<file path="src/rtl/rv32i_pipe_pkg.sv">
// rv32i_pipe_pkg: shared types for the execute-to-memory pipeline register.
package rv32i_pipe_pkg;
    typedef enum logic [1:0] {EMPTY, ONE, TWO} skid_state_e;
    typedef struct packed {
        logic       load;
        logic       store;
        logic       mem_en;
        logic       reg_write;
        logic [1:0] mem_to_reg;
    } ex_ctrl_t;
    localparam logic [15:0] STALL_MAX = 16'hFFFF;
endpackage

</file>
<file path="src/rtl/execute_pipe_if.sv">
// execute_pipe_if: execute-stage payload in, memory-stage payload out.
interface execute_pipe_if #(parameter int DATA_WIDTH = 32, parameter int INSTRUCTION = 32);
    logic                   in_valid, in_ready, flush, mem_ready, out_valid;
    logic [DATA_WIDTH-1:0]  alu_result, store_data, pc;
    logic [INSTRUCTION-1:0] instruction;
    logic                   Load, Store, mem_en, reg_write;
    logic [1:0]             mem_to_reg;
    logic [DATA_WIDTH-1:0]  alu_result_execute_pp, store_data_execute_pp, pc_execute_pp;
    logic [INSTRUCTION-1:0] instruction_execute_pp;
    logic                   Load_execute_pp, Store_execute_pp, mem_en_execute_pp, execute_reg_write_pp;
    logic [1:0]             mem_to_reg_execute_pp;
    logic [15:0]            stall_count;
    modport slave (
        input  in_valid, flush, mem_ready, alu_result, store_data, pc, instruction,
               Load, Store, mem_en, reg_write, mem_to_reg,
        output in_ready, out_valid, alu_result_execute_pp, store_data_execute_pp, pc_execute_pp,
               instruction_execute_pp, Load_execute_pp, Store_execute_pp, mem_en_execute_pp,
               execute_reg_write_pp, mem_to_reg_execute_pp, stall_count
    );
    modport master (
        output in_valid, flush, mem_ready, alu_result, store_data, pc, instruction,
               Load, Store, mem_en, reg_write, mem_to_reg,
        input  in_ready, out_valid, alu_result_execute_pp, store_data_execute_pp, pc_execute_pp,
               instruction_execute_pp, Load_execute_pp, Store_execute_pp, mem_en_execute_pp,
               execute_reg_write_pp, mem_to_reg_execute_pp, stall_count
    );
endinterface

</file>
<file path="src/rtl/pipe_skid_buffer.sv">
// pipe_skid_buffer: two-entry in-order skid buffer with flush.
module pipe_skid_buffer
    import rv32i_pipe_pkg::*;
#(
    parameter int W = 32
) (
    input  logic         clk,
    input  logic         rst,
    input  logic         flush,
    input  logic         in_valid,
    input  logic [W-1:0] in_data,
    output logic         in_ready,
    output logic         out_valid,
    output logic [W-1:0] out_data,
    input  logic         out_ready
);
    skid_state_e  state, nxt;
    logic [W-1:0] tail;
    logic         acc, rel;
    assign in_ready  = state != TWO;
    assign out_valid = state != EMPTY;
    assign acc = in_valid & in_ready & ~flush;
    assign rel = out_valid & out_ready & ~flush;
    always_ff @(posedge clk or negedge rst)
        if (!rst) state <= EMPTY;
        else state <= nxt;
    always_comb begin
        nxt = state;
        nxt = flush ? EMPTY :
              state == EMPTY ? (acc ? ONE : EMPTY) :
              state == ONE ? (acc == rel ? ONE : (acc ? TWO : EMPTY)) :
              (rel ? ONE : TWO);
    end
    // head is never cleared on release so data outputs hold through bubbles
    always_ff @(posedge clk or negedge rst)
        if (!rst) begin
            out_data <= '0;
            tail     <= '0;
        end else if (!flush) begin
            if (acc && (state == EMPTY || rel)) out_data <= in_data;
            else if (rel && state == TWO) out_data <= tail;
            if (acc && state == ONE && !rel) tail <= in_data;
        end
endmodule

</file>
<file path="src/rtl/execute_pipe.sv">
// execute_pipe: execute-to-memory pipeline register with skid buffering,
// bubble masking of control bits, flush and a saturating stall counter.
module execute_pipe
    import rv32i_pipe_pkg::*;
#(
    parameter int DATA_WIDTH  = 32,
    parameter int INSTRUCTION = 32
) (
    input logic           clk,
    input logic           rst,
    execute_pipe_if.slave bus
);
    localparam int W = 3 * DATA_WIDTH + INSTRUCTION + $bits(ex_ctrl_t);
    ex_ctrl_t     in_ctrl, hd_ctrl;
    logic [W-1:0] in_data, hd;
    logic         valid;
    logic [15:0]  stall;
    assign in_ctrl = '{bus.Load, bus.Store, bus.mem_en, bus.reg_write, bus.mem_to_reg};
    assign in_data = {in_ctrl, bus.alu_result, bus.store_data, bus.pc, bus.instruction};
    pipe_skid_buffer #(.W(W)) u_skid (
        .clk      (clk),
        .rst      (rst),
        .flush    (bus.flush),
        .in_valid (bus.in_valid),
        .in_data  (in_data),
        .in_ready (bus.in_ready),
        .out_valid(valid),
        .out_data (hd),
        .out_ready(bus.mem_ready)
    );
    assign {hd_ctrl, bus.alu_result_execute_pp, bus.store_data_execute_pp,
            bus.pc_execute_pp, bus.instruction_execute_pp} = hd;
    assign bus.out_valid             = valid;
    assign bus.Load_execute_pp       = valid & hd_ctrl.load;
    assign bus.Store_execute_pp      = valid & hd_ctrl.store;
    assign bus.mem_en_execute_pp     = valid & hd_ctrl.mem_en;
    assign bus.execute_reg_write_pp  = valid & hd_ctrl.reg_write;
    assign bus.mem_to_reg_execute_pp = hd_ctrl.mem_to_reg;
    assign bus.stall_count           = stall;
    always_ff @(posedge clk or negedge rst)
        if (!rst) stall <= '0;
        else if (!bus.flush && valid && !bus.mem_ready && stall != STALL_MAX) stall <= stall + 16'd1;
endmodule

</file>
<file path="src/flat_wrapper.sv">
// flat-port wrapper written by rule: the top's interface ports become plain ports
module execute_pipe_flat import rv32i_pipe_pkg::*;
#(
    parameter int DATA_WIDTH  = 32,
    parameter int INSTRUCTION = 32
)
  (clk, rst, bus_in_valid, bus_flush, bus_mem_ready, bus_alu_result, bus_store_data, bus_pc, bus_instruction, bus_Load, bus_Store, bus_mem_en, bus_reg_write, bus_mem_to_reg, bus_in_ready, bus_out_valid, bus_alu_result_execute_pp, bus_store_data_execute_pp, bus_pc_execute_pp, bus_instruction_execute_pp, bus_Load_execute_pp, bus_Store_execute_pp, bus_mem_en_execute_pp, bus_execute_reg_write_pp, bus_mem_to_reg_execute_pp, bus_stall_count);
  execute_pipe_if #(.DATA_WIDTH(DATA_WIDTH), .INSTRUCTION(INSTRUCTION)) bus_i ();
  input logic clk;
  input logic rst;
  input wire logic [$bits(bus_i.in_valid)-1:0] bus_in_valid;
  input wire logic [$bits(bus_i.flush)-1:0] bus_flush;
  input wire logic [$bits(bus_i.mem_ready)-1:0] bus_mem_ready;
  input wire logic [$bits(bus_i.alu_result)-1:0] bus_alu_result;
  input wire logic [$bits(bus_i.store_data)-1:0] bus_store_data;
  input wire logic [$bits(bus_i.pc)-1:0] bus_pc;
  input wire logic [$bits(bus_i.instruction)-1:0] bus_instruction;
  input wire logic [$bits(bus_i.Load)-1:0] bus_Load;
  input wire logic [$bits(bus_i.Store)-1:0] bus_Store;
  input wire logic [$bits(bus_i.mem_en)-1:0] bus_mem_en;
  input wire logic [$bits(bus_i.reg_write)-1:0] bus_reg_write;
  input wire logic [$bits(bus_i.mem_to_reg)-1:0] bus_mem_to_reg;
  output wire logic [$bits(bus_i.in_ready)-1:0] bus_in_ready;
  output wire logic [$bits(bus_i.out_valid)-1:0] bus_out_valid;
  output wire logic [$bits(bus_i.alu_result_execute_pp)-1:0] bus_alu_result_execute_pp;
  output wire logic [$bits(bus_i.store_data_execute_pp)-1:0] bus_store_data_execute_pp;
  output wire logic [$bits(bus_i.pc_execute_pp)-1:0] bus_pc_execute_pp;
  output wire logic [$bits(bus_i.instruction_execute_pp)-1:0] bus_instruction_execute_pp;
  output wire logic [$bits(bus_i.Load_execute_pp)-1:0] bus_Load_execute_pp;
  output wire logic [$bits(bus_i.Store_execute_pp)-1:0] bus_Store_execute_pp;
  output wire logic [$bits(bus_i.mem_en_execute_pp)-1:0] bus_mem_en_execute_pp;
  output wire logic [$bits(bus_i.execute_reg_write_pp)-1:0] bus_execute_reg_write_pp;
  output wire logic [$bits(bus_i.mem_to_reg_execute_pp)-1:0] bus_mem_to_reg_execute_pp;
  output wire logic [$bits(bus_i.stall_count)-1:0] bus_stall_count;
  assign bus_i.in_valid = bus_in_valid;
  assign bus_i.flush = bus_flush;
  assign bus_i.mem_ready = bus_mem_ready;
  assign bus_i.alu_result = bus_alu_result;
  assign bus_i.store_data = bus_store_data;
  assign bus_i.pc = bus_pc;
  assign bus_i.instruction = bus_instruction;
  assign bus_i.Load = bus_Load;
  assign bus_i.Store = bus_Store;
  assign bus_i.mem_en = bus_mem_en;
  assign bus_i.reg_write = bus_reg_write;
  assign bus_i.mem_to_reg = bus_mem_to_reg;
  assign bus_in_ready = bus_i.in_ready;
  assign bus_out_valid = bus_i.out_valid;
  assign bus_alu_result_execute_pp = bus_i.alu_result_execute_pp;
  assign bus_store_data_execute_pp = bus_i.store_data_execute_pp;
  assign bus_pc_execute_pp = bus_i.pc_execute_pp;
  assign bus_instruction_execute_pp = bus_i.instruction_execute_pp;
  assign bus_Load_execute_pp = bus_i.Load_execute_pp;
  assign bus_Store_execute_pp = bus_i.Store_execute_pp;
  assign bus_mem_en_execute_pp = bus_i.mem_en_execute_pp;
  assign bus_execute_reg_write_pp = bus_i.execute_reg_write_pp;
  assign bus_mem_to_reg_execute_pp = bus_i.mem_to_reg_execute_pp;
  assign bus_stall_count = bus_i.stall_count;
  execute_pipe #(.DATA_WIDTH(DATA_WIDTH), .INSTRUCTION(INSTRUCTION)) u_core (.clk(clk), .rst(rst), .bus(bus_i));
endmodule
</file>
<file path="config.mk">
export PLATFORM = sky130hd
export DESIGN_NAME = execute_pipe_flat
export DESIGN_NICKNAME = d
export VERILOG_FILES = /design/src/rtl/rv32i_pipe_pkg.sv /design/src/rtl/execute_pipe_if.sv /design/src/rtl/pipe_skid_buffer.sv /design/src/rtl/execute_pipe.sv /design/src/flat_wrapper.sv
export SDC_FILE = /design/constraint.sdc
export NUM_CORES = 1
export LEC_CHECK = 0
export BUFFER_PORTS_ARGS = -buffer_cell sky130_fd_sc_hd__buf_2
export CAP_MARGIN = 20
export CELL_PAD_IN_SITES_DETAIL_PLACEMENT = 1
export CELL_PAD_IN_SITES_GLOBAL_PLACEMENT = 2
export CORE_ASPECT_RATIO = 0.9
export CORE_UTILIZATION = 38
export DETAILED_ROUTE_END_ITERATION = 10
export GPL_ROUTABILITY_DRIVEN = 0
export PLACE_DENSITY = 0.77
export SLEW_MARGIN = 5
export SYNTH_ARGS = -nofsm -noshare
export SYNTH_HDL_FRONTEND = slang
export SYNTH_SLANG_ARGS = --single-unit
</file>
<file path="constraint.sdc">
create_clock -name clk -period 2.7 [get_ports clk]
set_clock_uncertainty 0.15 [all_clocks]
set_input_delay 0.135 -clock clk [delete_from_list [all_inputs] [get_ports clk]]
set_output_delay 0.135 -clock clk [all_outputs]
set_load 0.005 [all_outputs]
</file>
== Word-level counts from Yosys, hierarchy flattened ==
Index checks and enable logic that the tools add are counted.
Storage, ports and cells
  register bits: 286
  output and inout port bits: 152
Operators by class
  eq/ne operators: 5
  muxes and demuxes: 9
  reduce and logical (&&, ||, !) cells: 16
  $add $sub $neg: 1
  bitwise logic cells: 9
Operators with widths (number)
  $mux W134: 2
  $add A16 B1 Y16 const B: 1
  $ne A16 B16 Y1 const B: 1
  $mux W2: 6
  $and A1 B1 Y1: 8
  $logic_and A1 B1 Y1: 7
  $reduce_and A2 Y1: 2
  $reduce_bool A2 Y1: 2
  $logic_not A1 Y1: 3
  $eq A2 B1 Y1 const B: 1
  $eq A2 B2 Y1 const B: 1
  $logic_not A2 Y1: 1
  $ne A2 B2 Y1 const B: 1
  $eq A1 B1 Y1: 1
  $logic_or A1 B1 Y1: 1
  $mux W1: 1
  $not A1 Y1: 1

== Logic depth before layout (Yosys ltp) ==
Gate-level depths: netlist of the first run.
  depth after elaboration: 8
  mapped depth: 8
  depth with buffers taken out: 5

== Hierarchy ==
A second synthesis of the first run with hierarchy kept.
Unflattened totals
  cell total of the unflattened synthesis: 814
  area total of the unflattened synthesis: 12525.8 um^2
Modules (own cells, without submodules)
  pipe_skid_buffer: times used 1, cells an instance 733, seq. area each 6756.5 um^2, area each 11661.2 um^2
  execute_pipe: times used 1, cells an instance 81, seq. area each 400.4 um^2, area each 864.6 um^2

== Worst setup path before layout of the first run ==
OpenSTA, ideal clock, no wires.
  path type: register to register
  start: register u_core.u_skid.state[1]
  end: register u_core.u_skid.out_data[100]
  setup time: 128 ps
  cell stages (with the launch flop): 9
  data arrival time: 1938 ps
  setup slack: 485 ps
  period minus slack after synthesis: 2215 ps
  cells stage by stage: dfrtp_1 buf_4 or2_1 buf_2 a21oi_4 buf_6 buf_6 mux2_1 mux2_1
On the way
  cells in the longest elaborated chain, start to end: 7
Ends and longest elaborated chain
  start, declared: line pipe_skid_buffer.sv:17  | skid_state_e state, nxt;
  start signal, assigned: line pipe_skid_buffer.sv:26  | else state <= nxt;
  $reduce_bool A2 Y1 *: line pipe_skid_buffer.sv:21  | assign out_valid = state != EMPTY;
  via bus_out_valid: line flat_wrapper.sv:24  | output wire logic [$bits(bus_i.out_valid)-1:0] bus_out_valid;
  $and A1 B1 Y1 * (2 in series): line pipe_skid_buffer.sv:23  | assign rel = out_valid & out_ready & ~flush;
  $logic_or A1 B1 Y1: line pipe_skid_buffer.sv:40  | if (acc && (state == EMPTY || rel)) out_data <= in_data;
  $logic_and A1 B1 Y1: line pipe_skid_buffer.sv:40
  $reduce_bool A2 Y1 (no source line)
  $reduce_and A2 Y1 (no source line)
  end signal, assigned: line pipe_skid_buffer.sv:40
  end signal, assigned: line pipe_skid_buffer.sv:41  | else if (rel && state == TWO) out_data <= tail;
  end, declared: line pipe_skid_buffer.sv:14  | output logic [W-1:0] out_data,
The timed path passes the listed nets; every way through them passes the cells marked *.
A chain may end at the register's enable or synchronous reset.

== Worst setup path after layout of the first run ==
  start: register u_core.u_skid.state[0]
  end: register u_core.u_skid.out_data[77]
On the way
  cells in the longest elaborated chain, start to end: 7
Ends and longest elaborated chain (line)
  $reduce_bool A2 Y1: pipe_skid_buffer.sv:21
  $and A1 B1 Y1 (2 in series): pipe_skid_buffer.sv:23
  $logic_or A1 B1 Y1: pipe_skid_buffer.sv:40
  $logic_and A1 B1 Y1: pipe_skid_buffer.sv:40
  $reduce_bool A2 Y1 (no source line)
  $reduce_and A2 Y1 (no source line)
Parallel ways exist; a longest one is shown, timed or not.

==> results of run 1 <==
routing by layer:
| metal | routed length (um) | up-vias |
|---|---|---|
| li1 | - | 3829 |
| met1 | 14200 | 4209 |
| met2 | 14900 | 212 |
| met3 | 1810 | 49 |
| met4 | 541 | 0 |
| met5 | 0 | - |
cells in the final DEF (no fill, tap or decap), types with 2 or more instances in the layout:
master	instances
nor3_1	6
dfrtp_1	286
dlygate4sd3_1	140
and2_1	4
nor2_1	5
ha_1	2
clkbuf_8	8
mux2_1	134
mux2_2	271
o2111ai_1	2
clkbuf_1	6
buf_12	10
nand4_1	4
clkbuf_16	37
xor2_1	9
buf_4	17
nor4_1	3
inv_1	3
nand2_1	7
nand3_1	6
or2_2	3
xnor2_1	5
buf_2	289
nand2b_1	2
clkinv_2	6
timing repair:
action,in CTS,in global routing
hold buffers,140,0
resized for setup,0,0
buffers inserted,0,0
endpoints found under the hold margin,442,0
cells by family after synthesis:
group,count (synthesis)
xor gates and xnor gates,14
AOI/OAI and AO/OA,8
DFF,286
adders and majority gates,2
and+or+nand+nor,48
muxes,406
buffers and inverters,179
layout make-up:
class | instances | area [um^2]
well taps | 469 | 587
multi-input cells | 478 | 5070
clock buffers | 51 | 1060
flip-flops and latches | 286 | 7160
repair buffers | 457 | 3190
clock inverters | 8 | 67.6
fillers | 3611 | 17800
inverters | 3 | 11.3
final timing paths:
| check | start | slack [ps] | to |
|---|---|---|---|
| worst max register to register | u_core.u_skid.state[0] | 320 | u_core.u_skid.out_data[77] |
| worst min-delay path | rst | 80 | u_core.u_skid.out_data[63] |
| worst max-delay path | u_core.u_skid.state[0] | 320 | u_core.u_skid.out_data[77] |
| max in group asynchronous | rst | 1400 | u_core.u_skid.tail[109] |
| worst min register to register | u_core.u_skid.out_data[103] | 330 | u_core.u_skid.out_data[103] |
| min in group clk | bus_alu_result[28] | 260 | u_core.u_skid.tail[124] |
critical path, cell delays in order, from the launching register on:
cell	delay, ps
dfrtp_1	430
or2_1	340
a21oi_4	220
buf_12	330
mux2_1	400
mux2_1	310
state kept, by name, summed over array words and instances, names as in the netlist:
name                    cells
u_core.u_skid.out_data    134
u_core.u_skid.state         2
u_core.bus.stall_count     16
u_core.u_skid.tail        134
power by group:
part           switching [W]  leakage, nW  total, W  internal [W]
clock network        0.00176        0.558   0.00456       0.00280
logic                0.00136         3.84   0.00354       0.00218
registers           0.000761         3.51   0.00649       0.00573
through the flow:
stage	util	setup WS [ps]	hold slack, ps	instance area [um^2]	total power, W
finish	0.490	318	84.8	17100	0.0146
detailed placement	0.418	291	27.3	14600	0.00995
global placement	0.418	354	26.2	14600	0.00976
CTS	0.490	291	70.9	17100	0.0148
global route	0.490	189	118	17100	0.0155
floorplan	-	485	-311	13500	0.00934
==> metrics.md, run 1 <==
| Metric | Value |
|---|---|
| Synth cell types | `36` |
| Post-route ant nets | `0` |
| Largest family of logic cells by synthesized area | `multiplexers` |
| Ports | `291` |
| Sum Neg Setup Slack | `0 ps` |
| Mapped cell area | `13500 um^2` |
| Mux contribution to synthesized area | `0.339` |
| DR iter-0 viols | `175` |
| Area share of and/or/nand/nor cells after synthesis | `0.0210` |
| FF+latch count, synth | `286` |
| Max FO, Critical Path | `63` |
| Clock latency on the worst-skew pair | `510 ps` |
| Routing usage on met1 | `0.234` |
| Post-synth top area share | `0.531` |
| Per-cell routed wire length | `17.9 um` |
| Dpl hpwl | `20.0 mm` |
| Area delta synth->final | `27.2%` |
| Critical path startpoint category | `register` |
| Clock Sinks | `286` |
| RSZ-0062 raised after global routing | `false` |
| Worst-margin pin slew | `727 ps` |
| Post-synthesis sequential area ratio | `0.531` |
| Most common cell in the netlist | `dfrtp_1` |
| EDFF count, synth | `0` |
| Maximum vdd drop | `0.549 mV` |
| Fin crit share | `0.882` |
| # DRC | `0` |
| Clk buf depth | `3` |
| # rows | `65` |
| Fin cells | `1752` |
| Clk slew on worst S/H paths | `60 ps` |
| P_leak | `7.91 nW` |
| Top post-synthesis cells by area | `dfrtp_1 (53%), mux2_2 (23%), mux2_1 (11%), buf_4 (7.4%), buf_2 (1.0%)` |
| Height of the die | `181 um` |
| Pwr dens | `851 nW/um^2` |
| Setup crit end kind | `register` |
| # port buffers | `290` |
| MaxCap Viol Count | `0` |
| Area leader, netlist | `dfrtp_1` |
| R2R cell count | `5` |
| Fin. max-slew vios | `0` |
| Worst Hold Class | `in -> async` |
| Top Usage Layer GRT | `met2` |
| Largest net degree at the start of global routing | `81` |
| Layout Nets | `1401` |
| Async SR Flop Fraction | `1.00` |
| Net Count, Synth | `1084` |
| Clock root buffer | `clkbuf_16` |
| Adder-Cell Fraction of Synth Area | `0.00186` |
| Synthesis warning total | `0` |
| Final setup fails | `0` |
| Final wirelength | `31.4 mm` |
| CTS tree | `built` |
| DIE WIDTH | `201 um` |
| Fraction of layout cells with a size suffix above 1 | `0.505` |
| Minimum clock period | `2380 ps` |
| Crit Path Class | `reg -> reg` |
| Via Count | `8299` |
| GRT overflow | `0` |
| Syn Inst Count | `943` |
| First-pass GRT wire length | `51.7 mm` |
| Initial antenna violation count | `0` |
| Peak Freq | `420 MHz` |
| Die area | `36200 um^2` |
| Initial Utilization | `0.386` |
| Drt first pass iters | `4` |
| Vias/cell | `4.74` |
| Final hold vios | `0` |
| Vias in the first global route | `9214` |
| Status | `completed` |
| Antenna diode count | `0` |
| Synth Flop Type | `dfrtp_1` |
| CTS Buf Count | `34` |
| Placeable Area | `35000 um^2` |
| Req. time, crit path | `2940 ps` |
| Syn avg cell area | `14.3 um^2` |
| Synth Area in Compound Gates | `0.00501` |
| All-layer global routing usage | `0.176` |
| Global Route met2 Usage | `0.288` |
| GR Util met3 | `0.0464` |
| CP arrival | `2620 ps` |
| Worst slew margin | `0.511` |
| Htree depth | `2` |
| Post-Synth XOR/XNOR Area | `0.00909` |
| Most instantiated cells after synthesis | `dfrtp_1 (286), mux2_2 (271), mux2_1 (134)` |
| Placed cell count | `1553` |
Note: power is estimated with default switching activity, not from simulation.
==> run 2: changes to the inputs <==
--- a/config.mk
+++ b/config.mk
@@ -6,14 +6,14 @@
 export NUM_CORES = 1
 export LEC_CHECK = 0
 export BUFFER_PORTS_ARGS = -buffer_cell sky130_fd_sc_hd__buf_2
-export CAP_MARGIN = 20
+export CAP_MARGIN = 0
 export CELL_PAD_IN_SITES_DETAIL_PLACEMENT = 1
 export CELL_PAD_IN_SITES_GLOBAL_PLACEMENT = 2
 export CORE_ASPECT_RATIO = 0.9
-export CORE_UTILIZATION = 38
+export CORE_UTILIZATION = 34
 export DETAILED_ROUTE_END_ITERATION = 10
 export GPL_ROUTABILITY_DRIVEN = 0
-export PLACE_DENSITY = 0.77
+export PLACE_DENSITY = 0.73
 export SLEW_MARGIN = 5
 export SYNTH_ARGS = -nofsm -noshare
 export SYNTH_HDL_FRONTEND = slang
==> constraint.sdc (replaced) <==
create_clock -name clk -period 2.1 [get_ports clk]
set_clock_uncertainty 0.15 [all_clocks]
set_input_delay 0.105 -clock clk [delete_from_list [all_inputs] [get_ports clk]]
set_output_delay 0.105 -clock clk [all_outputs]
set_load 0.005 [all_outputs]
==> metrics.md, run 2 (synthesis gave the netlist of run 1 again) <==
| Metric | Value |
|---|---|
| Die area | `40500 um^2 (+12%)` |
| Sw Share | `0.264 (-0.00193)` |
| Minimum clock period | `2100 ps (-286 ps)` |
| DR top layer | `met4` |
| Layout Nets | `1433 (+2.3%)` |
| Fin. max-slew vios | `0 (unchanged)` |
| Per-cell routed wire length | `18.2 um (+1.5%)` |
| # DRC | `0 (unchanged)` |
| Critical path startpoint category | `register` |
| Vias in the first global route | `9579 (+4.0%)` |
| Crit-path most repeated cell | `mux2_1` |
| Pwr dens | `1080 nW/um^2 (+26%)` |
| Drt first pass iters | `4 (unchanged)` |
| CTS Buf Count | `34 (unchanged)` |
| Worst-margin pin slew | `468 ps (-260 ps)` |
| Critical path cell sequence | `or2_4, a21oi_4, buf_12, buf_16, mux2_1, mux2_1` |
| Worst Hold Class | `in -> reg` |
| Post-route ant nets | `0 (unchanged)` |
| Setup WS post-layout | `4.09 ps (-314 ps)` |
| Clock power frac | `0.299 (-0.014)` |
| Final hold vios | `0 (unchanged)` |
| Crit path from | `u_core.u_skid.state[0]` |
| Initial Utilization | `0.348 (-0.0373)` |
| CTS tree | `built` |
| Critical path's largest stage delay | `370 ps (-60 ps)` |
| Area after DPL | `15200 um^2 (+3.8%)` |
| Placeable Area | `38700 um^2 (+11%)` |
| Comb pwr share | `0.267 (+0.024)` |
| Flop2flop setup slack | `4 ps (-310 ps)` |
| Slowest cell on the critical path | `dfrtp_1` |
| CP arrival | `2340 ps (-280 ps)` |
| Crit path to | `u_core.u_skid.out_data[93]` |
| Crit Path Class | `reg -> reg` |
| Placed cell count | `1635 (+5.3%)` |
| R2R cell count | `6 (+1)` |
| DR iter-0 viols | `194 (+11%)` |
| Net switching power | `0.00512 W (+32%)` |
| Ports | `291 (unchanged)` |
| Max FO, Critical Path | `18 (-71%)` |
| RSZ-0062 raised after global routing | `true` |
| Commonest cells after routing, fill and taps aside | `buf_2 (289), dfrtp_1 (286), mux2_2 (261)` |
| Fraction of layout cells with a size suffix above 1 | `0.578 (+0.0726)` |
| Routed length on met2 | `16.1 mm (+8.4%)` |
| Commonest non-fill, non-tap cell in the layout | `buf_2` |
| Clk buf depth | `3 (unchanged)` |
| # port buffers | `290 (unchanged)` |
| Met3 Wirelength | `2.08 mm (+15%)` |
| Worst slew margin | `0.688 (+0.177)` |
| Clk slew on worst S/H paths | `60 ps (about the same)` |
| Height of the die | `191 um (+5.7%)` |
| DIE WIDTH | `212 um (+5.7%)` |
| Setup slack after placement | `-51.8 ps (-343 ps)` |
| Htree depth | `2 (unchanged)` |
| Clock latency on the worst-skew pair | `510 ps (about the same)` |
| Final setup fails | `0 (unchanged)` |
| Largest net degree at the start of global routing | `60 (-26%)` |
| Clock Sinks | `286 (unchanged)` |
| Dpl hpwl | `21.9 mm (+10%)` |
| P_leak | `8.39 nW (+6.1%)` |
| Fin crit share | `0.998 (+0.116)` |
| M1 WL | `14.6 mm (+3.0%)` |
| Worst R2R End | `u_core.u_skid.out_data[93]` |
| # rows | `68 (+4.6%)` |
| Req. time, crit path | `2340 ps (-600 ps)` |
| Seq pwr share | `0.434 (-0.011)` |
| Clock root buffer | `clkbuf_16` |
| All-layer global routing usage | `0.165 (-0.0119)` |
| Peak Freq | `477 MHz (+14%)` |
| Crit Reg-Reg Startpoint | `u_core.u_skid.state[0]` |
| Final wirelength | `33.5 mm (+6.6%)` |
| Post-route cell area | `18000 um^2 (+5.0%)` |
| Vias/cell | `4.60 (-2.9%)` |
| Area delta synth->final | `33.5%` |
| Initial antenna violation count | `1 (+1)` |
| Fin cells | `1840 (+5.0%)` |
| Maximum vdd drop | `0.693 mV (+26%)` |
| MaxCap Viol Count | `0 (unchanged)` |
| First-pass GRT wire length | `52.5 mm (+1.5%)` |
| Status | `completed` |
| Setup crit end kind | `register` |
| Pint | `0.0143 W (+33%)` |
| GRT overflow | `0 (unchanged)` |
| Via Count | `8467 (+2.0%)` |
[run 2: what timing repair did]
item	CTS	global route
hold endpoints to repair	558	0
pin swaps	1	0
buffers inserted	3	0
gates resized for setup	6	54
hold buffers	141	0
setup endpoints to repair	45	171
gates cloned	0	2
[run 2: area by class of cell]
type	instances	area (um^2)
inverters	3	11.3
well taps	525	657
clock inverters	5	52.6
repair buffers	489	3650
flip-flops and latches	286	7160
multi-input cells	478	5420
clock buffers	53	1050
fillers	3939	20700
diodes	1	2.50
[run 2: stage by stage]
step                 util  setup TNS, ps  hold slack [ps]  total power (W)
floorplan               -          -7690             -341           0.0123
global placement    0.392           -378            -53.0           0.0129
detailed placement  0.392           -888            -54.6           0.0131
CTS                 0.459              0              178           0.0193
global route        0.465          -3650              207           0.0205
finish              0.465              0              214           0.0194
[run 2: worst min-delay path by stage]
stage / end / slack, ps / cells after the start / from
4_1_cts: u_core.u_skid.tail[114] / 180 / 3 / bus_alu_result[18]
6_report: u_core.u_skid.tail[117] / 210 / 3 / bus_alu_result[21]
5_1_grt: u_core.u_skid.tail[117] / 210 / 3 / bus_alu_result[21]
3_3_place_gp: u_core.u_skid.out_data[119] / -50 / 1 / rst
3_5_place_dp: u_core.u_skid.tail[65] / -50 / 1 / rst
2_1_floorplan: u_core.bus.stall_count[0] / -340 / 0 / rst
[run 2: critical path, delay by kind of cell (launching register included)]
| kind | cells | cell delay, ps |
|---|---|---|
| compound gates | 1 | 190 |
| buf+inv | 2 | 360 |
| flops | 1 | 370 |
| mux | 2 | 630 |
| simple gates | 1 | 260 |
[run 2: routing by layer]
metal  vias up  track usage
met5         -            0
met1      4330        0.209
met2       206        0.274
li1       3876            -
met4         0       0.0452
met3        55       0.0442
[run 2: power groups by stage]
stage | logic, W | clock network, W | registers, W
final | 0.00518 | 0.00579 | 0.00841
after global routing | 0.00566 | 0.00618 | 0.00865
after CTS | 0.00495 | 0.00600 | 0.00839
after detailed placement | 0.00469 | 0 | 0.00846
after global placement | 0.00455 | 0 | 0.00836
after floorplan | 0.00417 | 0 | 0.00810
==> run 3: changes to the inputs <==
--- a/config.mk
+++ b/config.mk
@@ -8,12 +8,12 @@
 export BUFFER_PORTS_ARGS = -buffer_cell sky130_fd_sc_hd__buf_2
 export CAP_MARGIN = 0
 export CELL_PAD_IN_SITES_DETAIL_PLACEMENT = 1
-export CELL_PAD_IN_SITES_GLOBAL_PLACEMENT = 2
+export CELL_PAD_IN_SITES_GLOBAL_PLACEMENT = 1
 export CORE_ASPECT_RATIO = 0.9
-export CORE_UTILIZATION = 34
+export CORE_UTILIZATION = 40
 export DETAILED_ROUTE_END_ITERATION = 10
 export GPL_ROUTABILITY_DRIVEN = 0
-export PLACE_DENSITY = 0.73
+export PLACE_DENSITY = 0.72
 export SLEW_MARGIN = 5
 export SYNTH_ARGS = -nofsm -noshare
 export SYNTH_HDL_FRONTEND = slang
==> metrics.md, run 3 (synthesis gave the netlist of run 1 again) <==
| Metric | Value |
|---|---|
| Drt first pass iters | `4 (unchanged)` |
| Violated checks | `setup timing` |
| Clock Sinks | `286 (unchanged)` |
| Req. time, crit path | `2400 ps (+60 ps)` |
| Layout Nets | `1461 (+2.0%)` |
| CTS Buf Count | `31 (-8.8%)` |
| Clock latency on the worst-skew pair | `560 ps (+50 ps)` |
| MaxCap Viol Count | `0 (unchanged)` |
| Vias/cell | `5.10 (+11%)` |
| CP arrival | `2480 ps (+140 ps)` |
| Per-cell routed wire length | `24.0 um (+32%)` |
| Fin crit share | `1.04 (+0.0426)` |
| Commonest non-fill, non-tap cell in the layout | `buf_2` |
| Pwr dens | `1070 nW/um^2 (-0.30%)` |
| # rows | `63 (-7.4%)` |
| # port buffers | `290 (unchanged)` |
| Commonest cells after routing, fill and taps aside | `buf_2 (289), dfrtp_1 (286), mux2_4 (241)` |
| Worst slew margin | `0.588 (-0.100)` |
| Setup WS post-layout | `-85.4 ps (-89.5 ps)` |
| Largest net degree at the start of global routing | `68 (+13%)` |
| Fin. max-slew vios | `0 (unchanged)` |
| GRT overflow | `0 (unchanged)` |
| Sum Neg Setup Slack | `-3990 ps (-3990 ps)` |
| Final setup fails | `125 (+125)` |
| RSZ-0062 raised after global routing | `true` |
| Clk slew on worst S/H paths | `60 ps (about the same)` |
| Height of the die | `176 um (-7.7%)` |
| Worst-margin pin slew | `618 ps (+150 ps)` |
| First-pass GRT wire length | `55.3 mm (+5.4%)` |
| All-layer global routing usage | `0.204 (+0.0394)` |
| P_leak | `9.08 nW (+8.3%)` |
| Placeable Area | `33000 um^2 (-15%)` |
| Crit Path Class | `reg -> reg` |
| DIE WIDTH | `196 um (-7.7%)` |
| Fraction of layout cells with a size suffix above 1 | `0.620 (+0.0422)` |
| CTS tree | `built` |
| Initial Utilization | `0.408 (+0.0599)` |
| Fin cells | `1769 (-3.9%)` |
| Initial antenna violation count | `3 (+2)` |
| Vias in the first global route | `9757 (+1.9%)` |
| WHS Path Cells | `3 (unchanged)` |
| Worst Hold Class | `in -> reg` |
| DR iter-0 viols | `318 (+64%)` |
| Setup crit end kind | `register` |
| Critical path startpoint category | `register` |
| Htree depth | `1 (-1)` |
| Area after DPL | `15000 um^2 (-1.0%)` |
| R2R cell count | `7 (+1)` |
| # DRC | `0 (unchanged)` |
| Die area | `34400 um^2 (-15%)` |
| Via Count | `9024 (+6.6%)` |
| Maximum vdd drop | `0.756 mV (+9.1%)` |
| Post-route ant nets | `0 (unchanged)` |
| Placed cell count | `1535 (-6.1%)` |
| Final hold vios | `0 (unchanged)` |
| Minimum clock period | `2190 ps (+89.5 ps)` |
| Peak Freq | `458 MHz (-4.1%)` |
| Ports | `291 (unchanged)` |
| Final wirelength | `42.4 mm (+27%)` |
| Dpl hpwl | `20.8 mm (-5.1%)` |
| Max FO, Critical Path | `11 (-7)` |
| Clk buf depth | `3 (unchanged)` |
| Post-route cell area | `19000 um^2 (+5.6%)` |
| Clock root buffer | `clkbuf_16` |
| Total Power | `0.0204 W (+5.3%)` |
| Status | `finished with violations` |
| Area delta synth->final | `41.0%` |
| Util after Layout | `0.575 (+0.110)` |
[run 3: cell count changes in the layout (fill, tap and decap cells not counted), sizes merged, moves of 2 or more]
cell    change
diode       +2
clkbuf     +10
clkinv      +2
buf        +17
[run 3: path summary, 6_finish.rpt]
kind                                                    end               startpoint  slack, ps
worst max-delay path            u_core.u_skid.out_data[122]   u_core.u_skid.state[1]        -90
worst min-delay path                 u_core.u_skid.tail[59]               bus_pc[27]        170
worst max register to register  u_core.u_skid.out_data[122]   u_core.u_skid.state[1]        -90
worst min register to register      u_core.u_skid.tail[123]  u_core.u_skid.tail[123]        340
max in group asynchronous        u_core.u_skid.out_data[82]                      rst        490
min in group asynchronous        u_core.u_skid.out_data[93]                      rst        520
[run 3: stage by stage]
stage | setup slack (ps) | hold slack [ps]
global route | -155 | 166
detailed placement | -84.2 | -31.1
global placement | -41.8 | -31.1
floorplan | -106 | -341
finish | -85.4 | 168
CTS | -50.9 | -359
[run 3: report_power, final]
part	switching (W)	total [W]	internal (W)
combinational	0.00219	0.00625	0.00405
sequential	0.00127	0.00864	0.00737
clock	0.00235	0.00551	0.00316
total	0.00582	0.0204	0.0146
[run 3: critical path: stages (launching register included)]
cell	delay [ps]
dfrtp_1	380
or2_4	270
a21oi_4	180
buf_12	140
clkbuf_16	160
buf_12	150
mux2_2	340
mux2_2	280
[run 3: layout make-up]
| class | instances | area, um^2 |
|---|---|---|
| flip-flops and latches | 286 | 7160 |
| well taps | 422 | 528 |
| clock inverters | 9 | 81.3 |
| inverters | 3 | 13.8 |
| diodes | 3 | 7.51 |
| clock buffers | 48 | 930 |
| fillers | 3153 | 14000 |
| repair buffers | 520 | 4300 |
| multi-input cells | 478 | 5990 |
[run 3: repair_timing]
action	4_1_cts	5_1_grt
setup buffers	7	7
cloned	3	20
pin swaps	3	4
gates resized for setup	37	209
hold buffers	138	1
endpoints found under the hold margin	557	2
setup endpoints to repair	206	250
[run 3: routing by layer]
layer  routed length [um]  track usage
met5                    0            0
met2                21400        0.358
met1                17900        0.257
met3                 2170       0.0447
met4                  968       0.0459
